`config.mk`:
```
export PLATFORM = sky130hd
export DESIGN_NAME = ovl_fire_collector
export DESIGN_NICKNAME = d
export VERILOG_FILES = /design/src/rtl/ovl_fire_collector.sv
export SDC_FILE = /design/constraint.sdc
export NUM_CORES = 1
export LEC_CHECK = 0
export ABC_AREA = 1
export CAP_MARGIN = 10
export CORE_UTILIZATION = 30
export CTS_CLUSTER_DIAMETER = 120
export CTS_CLUSTER_SIZE = 16
export DETAILED_ROUTE_END_ITERATION = 12
export PLACE_DENSITY = 0.56
export RECOVER_POWER = 50
export SYNTH_ARGS = -nofsm -noshare
export SYNTH_HDL_FRONTEND = slang
export SYNTH_SLANG_ARGS = --single-unit
```
`constraint.sdc`:
```
create_clock -name clock -period 1.5 [get_ports clock]
set_input_delay 0.15 -clock clock [delete_from_list [all_inputs] [get_ports clock]]
set_output_delay 0.15 -clock clock [all_outputs]
set_load 0.05 [all_outputs]
```
`src/rtl/ovl_fire_collector.sv`:
```
// Collects fire vectors from a bank of OVL checkers: sticky flags, saturating event counters,
// first-failure capture with interrupt, optional halt-on-fire, and a four-phase clear handshake.
module ovl_fire_collector #(
   parameter int unsigned num_checkers = 4,
   parameter int unsigned idx_width    = 2,
   parameter int unsigned count_width  = 8,
   parameter bit          halt_on_fire = 1'b0
) (
   input  logic                      clock,
   input  logic                      reset,
   input  logic                      enable,
   input  logic [3*num_checkers-1:0] fire_in,
   input  logic                      clr_req,
   input  logic [idx_width-1:0]      sel,
   output logic                      clr_ack,
   output logic                      irq,
   output logic                      tripped,
   output logic [idx_width-1:0]      first_idx,
   output logic [2:0]                first_type,
   output logic [2:0]                sel_sticky,
   output logic [count_width-1:0]    fail_count,
   output logic [count_width-1:0]    xcheck_count,
   output logic [count_width-1:0]    cover_count
);

   typedef enum logic [1:0] {StDisabled, StArmed, StTripped} state_e;

   state_e                           r_state;
   logic [num_checkers-1:0][2:0]     r_sticky;
   logic                             r_clr_ack;
   logic                             r_irq;
   logic                             r_tripped;
   logic [idx_width-1:0]             r_first_idx;
   logic [2:0]                       r_first_type;
   logic [count_width-1:0]           r_fail;
   logic [count_width-1:0]           r_xck;
   logic [count_width-1:0]           r_cov;

   logic                             w_any_fail;
   logic                             w_any_xck;
   logic                             w_any_cov;
   logic                             w_found;
   logic [idx_width-1:0]             w_lo_idx;
   logic [2:0]                       w_lo_type;
   logic [2:0]                       w_sel_sticky;

   // Reduce the fire vector; w_lo_* picks the lowest checker with an assertion or xcheck fire.
   always_comb begin
      w_any_fail = 1'b0;
      w_any_xck  = 1'b0;
      w_any_cov  = 1'b0;
      w_found    = 1'b0;
      w_lo_idx   = '0;
      w_lo_type  = '0;
      for (int i = 0; i < num_checkers; i++) begin
         w_any_fail = w_any_fail | fire_in[3*i];
         w_any_xck  = w_any_xck  | fire_in[3*i+1];
         w_any_cov  = w_any_cov  | fire_in[3*i+2];
         if (!w_found && (fire_in[3*i] || fire_in[3*i+1])) begin
            w_found   = 1'b1;
            w_lo_idx  = idx_width'(i);
            w_lo_type = fire_in[3*i +: 3];
         end
      end
   end

   always_comb begin
      w_sel_sticky = 3'b000;
      for (int i = 0; i < num_checkers; i++) begin
         if (sel == idx_width'(i)) w_sel_sticky = r_sticky[i];
      end
   end

   always_ff @(posedge clock or negedge reset) begin
      if (!reset) begin
         r_state      <= StDisabled;
         r_sticky     <= '0;
         r_clr_ack    <= 1'b0;
         r_irq        <= 1'b0;
         r_tripped    <= 1'b0;
         r_first_idx  <= '0;
         r_first_type <= '0;
         r_fail       <= '0;
         r_xck        <= '0;
         r_cov        <= '0;
      end else if (clr_req && !r_clr_ack) begin
         // Clear wins over any coincident fire; this cycle's fire_in is dropped.
         r_state      <= enable ? StArmed : StDisabled;
         r_sticky     <= '0;
         r_clr_ack    <= 1'b1;
         r_irq        <= 1'b0;
         r_tripped    <= 1'b0;
         r_first_idx  <= '0;
         r_first_type <= '0;
         r_fail       <= '0;
         r_xck        <= '0;
         r_cov        <= '0;
      end else begin
         if (r_clr_ack && !clr_req) r_clr_ack <= 1'b0;
         case (r_state)
            StDisabled: begin
               if (enable) r_state <= StArmed;
            end
            StArmed: begin
               r_sticky <= r_sticky | fire_in;
               if (w_any_fail && r_fail != '1) r_fail <= r_fail + count_width'(1);
               if (w_any_xck  && r_xck  != '1) r_xck  <= r_xck  + count_width'(1);
               if (w_any_cov  && r_cov  != '1) r_cov  <= r_cov  + count_width'(1);
               if (w_found && !r_irq) begin
                  r_irq        <= 1'b1;
                  r_first_idx  <= w_lo_idx;
                  r_first_type <= w_lo_type;
               end
               if (halt_on_fire && w_found) begin
                  r_state   <= StTripped;
                  r_tripped <= 1'b1;
               end else if (!enable) begin
                  r_state <= StDisabled;
               end
            end
            StTripped: begin
               r_state <= StTripped;
            end
            default: begin
               r_state <= StDisabled;
            end
         endcase
      end
   end

   assign clr_ack      = r_clr_ack;
   assign irq          = r_irq;
   assign tripped      = r_tripped;
   assign first_idx    = r_first_idx;
   assign first_type   = r_first_type;
   assign sel_sticky   = w_sel_sticky;
   assign fail_count   = r_fail;
   assign xcheck_count = r_xck;
   assign cover_count  = r_cov;

endmodule
```
==> out/results.ini <==
[synth]
syn_area_per_cell_um2=7.66
synth-edff-count=0
synth_ff_type=dfrtp_1
yosys_warnings=0
syn-cell-area_um2=2700
ys_seq_area_frac=0.416
synthArstFlopShare=1.00
yosysTopAreaCell=dfrtp_1
synthCells=353
yosys-top-cells-area=dfrtp_1 42%, nand2_1 13%, nand3_1 9.4%
synth_top_area_frac=0.416
synth_nets=375
synth_cell_types=37
yosys_register_bits=45

[cells_and_area]
syn_to_final_growth_pct=43.0
nets=465
stdcell_area_um2=3870
drive_gt1_frac=0.277
num_antenna_cells=0
fin_util=0.443

[routing]
vias_per_cell=4.64
wirelength_um=6530
wire_per_inst_um=11.8
ant_nets=0
drc=0
vias=2560
drt-initial-drc-count=101
firstDrtPassIters=6

[critical_path]
crit_required_ns=1.35
worstSetupEndpointType=output pin
regToRegStartpoint=fail_count[0]
reg2reg_slack_ns=0.11
worstSetupPathType=reg2out
reg2reg_to=fail_count[7]
crit_path_start_kind=flop
ff2ff_path_depth=9
critPathArrivalTime_ns=1.26
cp_max_fo=2

[pwr]
comb_power_share=0.416
seqPwrFrac=0.352
netSwitchingFraction=0.395
switchingPower_uw=1850
p_total_uw=4680
p_int_uw=2840
pwr-share-clk=0.232
p_leak_uw=0.00195
p_per_area_nw_per_um2=1210
vdd_ir_drop_max_mv=0.636

[die]
rows=34
dieArea_um2=9400
io_pins=53
die_w_um=96.9
core_um2=8720
die_h_um=96.9
initial_core_util=0.310

[cts]
cts_tree=built
post_cts_buffers=0
numClockSinks=45
cts_max_level=2
cts_buffer_depth=2
path_clk_slew_ns=0.08
cts-root-buf=clkbuf_8
clk_latency_ns=0.30
numCtsBuffers=5

[min_path]
worstHoldPathCells=2
worstHoldPathType=in2reg
hp-start=enable
min_to=r_state[0]

[placed_design]
pre_cts_ws_ns=-0.0680
dp_hpwl_um=5090
gp_congestion=0.841
numPortBuffers=51
place_area_um2=3740

[sta]
worst_pin_slew_ns=0.622
slew_headroom=0.585
finalHoldViolations=0
grt_setup_unrepaired=false
finalCriticalPeriod_ns=1.41
worst_slack_ns=0.0919
finClkSkew_ns=0.00554
setup_viol=0
finalCritPeriodShare=0.939
clock.fmax_mhz=710
finalMaxSlewViolations=0

[global_route]
grt_overflow=0
grt_pass1_wl_um=11600
grt_pass1_vias=2468
grt_max_degree=46
grt_util_all_layers=0.150
antenna_found_initial=0

[flow_run]
maxCapViolCount=0

[outcome]
status=finished clean

[cell families after synthesis]
logic type                 count (synthesis)  share of synthesized area
other                                      1                    0.00139
xor gates and xnor gates                   7                     0.0227
DFF                                       45                      0.416
adders and majority gates                  4                     0.0185
and+or+nand+nor                          214                      0.387
buffers and inverters                     50                     0.0791
AOI/OAI and AO/OA                         32                     0.0745
[flip-flops by register name, indices dropped and copies added (netlist names)]
signal        flops
clr_ack           1
first_type        3
irq               1
r_sticky         12
fail_count        8
cover_count       8
first_idx         2
r_state           2
xcheck_count      8
[critical path, cell delays in order, from the launching register on]
cell     delay, ns
dfrtp_1       0.38
o21ai_0       0.23
a32oi_2       0.17
buf_12        0.18
[Yosys cell counts, types with 2 or more instances]
library cell   n
o21ai_0        3
nand3_1       51
nand2_4        2
inv_2          4
buf_4          3
nand2_2        7
o21ai_1        4
a21oi_2        2
inv_1         37
nand4_1        9
nor2_2         5
nand3b_1       2
a21oi_1       11
ha_1           4
dfrtp_1       45
xor2_1         7
buf_2          3
o21a_1         7
nor3_1         4
a32oi_1        2
or2_2          2
nor2_4         4
nand3_2        2
nand2_1       92
nor2_1        29
[layout make-up]
cell class	count	area, um2
repair buffers	91	915
flip-flops and latches	45	1140
fillers	848	4850
clock inverters	3	65.1
well taps	108	135
multi-input cells	258	1390
clock buffers	5	68.8
inverters	42	159
[metal layers]
metal	track usage	routed length [um]	share of wire
met1	0.196	3080	0.47
met2	0.252	3190	0.49
met3	0.0260	168	0.026
met4	0.0482	97	0.015
met5	0	0	0
[worst max-delay path by stage]
stage | end | start | cells after the start | slack (ns)
6_report | sel_sticky[1] | r_sticky[4] | 3 | 0.09
5_1_grt | cover_count[4] | cover_count[0] | 8 | 0.008
2_1_floorplan | cover_count[7] | cover_count[1] | 8 | 0.006
3_5_place_dp | sel_sticky[1] | sel[1] | 5 | -0.07
3_3_place_gp | fail_count[7] | clr_req | 8 | -0.06
4_1_cts | sel_sticky[2] | sel[0] | 4 | 0.01
[cell usage in the layout (no fill, tap or decap), types with 3 or more instances in the layout]
cell	netlist	layout
clkbuf_2	0	5
nor2_4	4	4
ha_1	4	3
clkbuf_8	1	5
nand4_1	9	9
inv_1	37	37
nand2_2	7	7
clkdlybuf4s50_1	0	14
nor3_1	4	4
o21ai_0	3	3
nor2_2	5	6
dfrtp_1	45	36
xor2_1	7	7
nand3_1	51	51
nand2_1	92	92
nor2_1	29	28
o21ai_1	4	3
buf_12	0	18
clkbuf_1	0	6
dfrtp_2	0	9
o21a_1	7	7
a21oi_1	11	11
buf_4	3	43
inv_2	4	4
[stage by stage]
| step | hold WS [ns] | std cells | TNS, ns |
|---|---|---|---|
| floorplan | -0.146 | 353 | 0 |
| global placement | 0.153 | 543 | -0.500 |
| detailed placement | 0.155 | 543 | -0.664 |
| CTS | 0.350 | 552 | 0 |
| global route | 0.397 | 552 | 0 |
| finish | 0.397 | 552 | 0 |
[power by group through the flow]
stage	Combinational [uW]	Sequential, uW	Clock, uW
floorplan	718	2140	0
global placement	1990	1670	0
detailed placement	2000	1680	0
CTS	2030	1650	1130
global route	2110	1680	1160
finish	1950	1650	1090
[repair_timing]
| item | 4_1_cts | 5_1_grt |
|---|---|---|
| endpoints found under the setup margin | 2 | 8 |
| hold buffers | 1 | 0 |
| pin swaps | 0 | 1 |
| resized for setup | 4 | 5 |
| endpoints found under the hold margin | 45 | 0 |
Note: power is estimated with default switching activity, not from simulation.
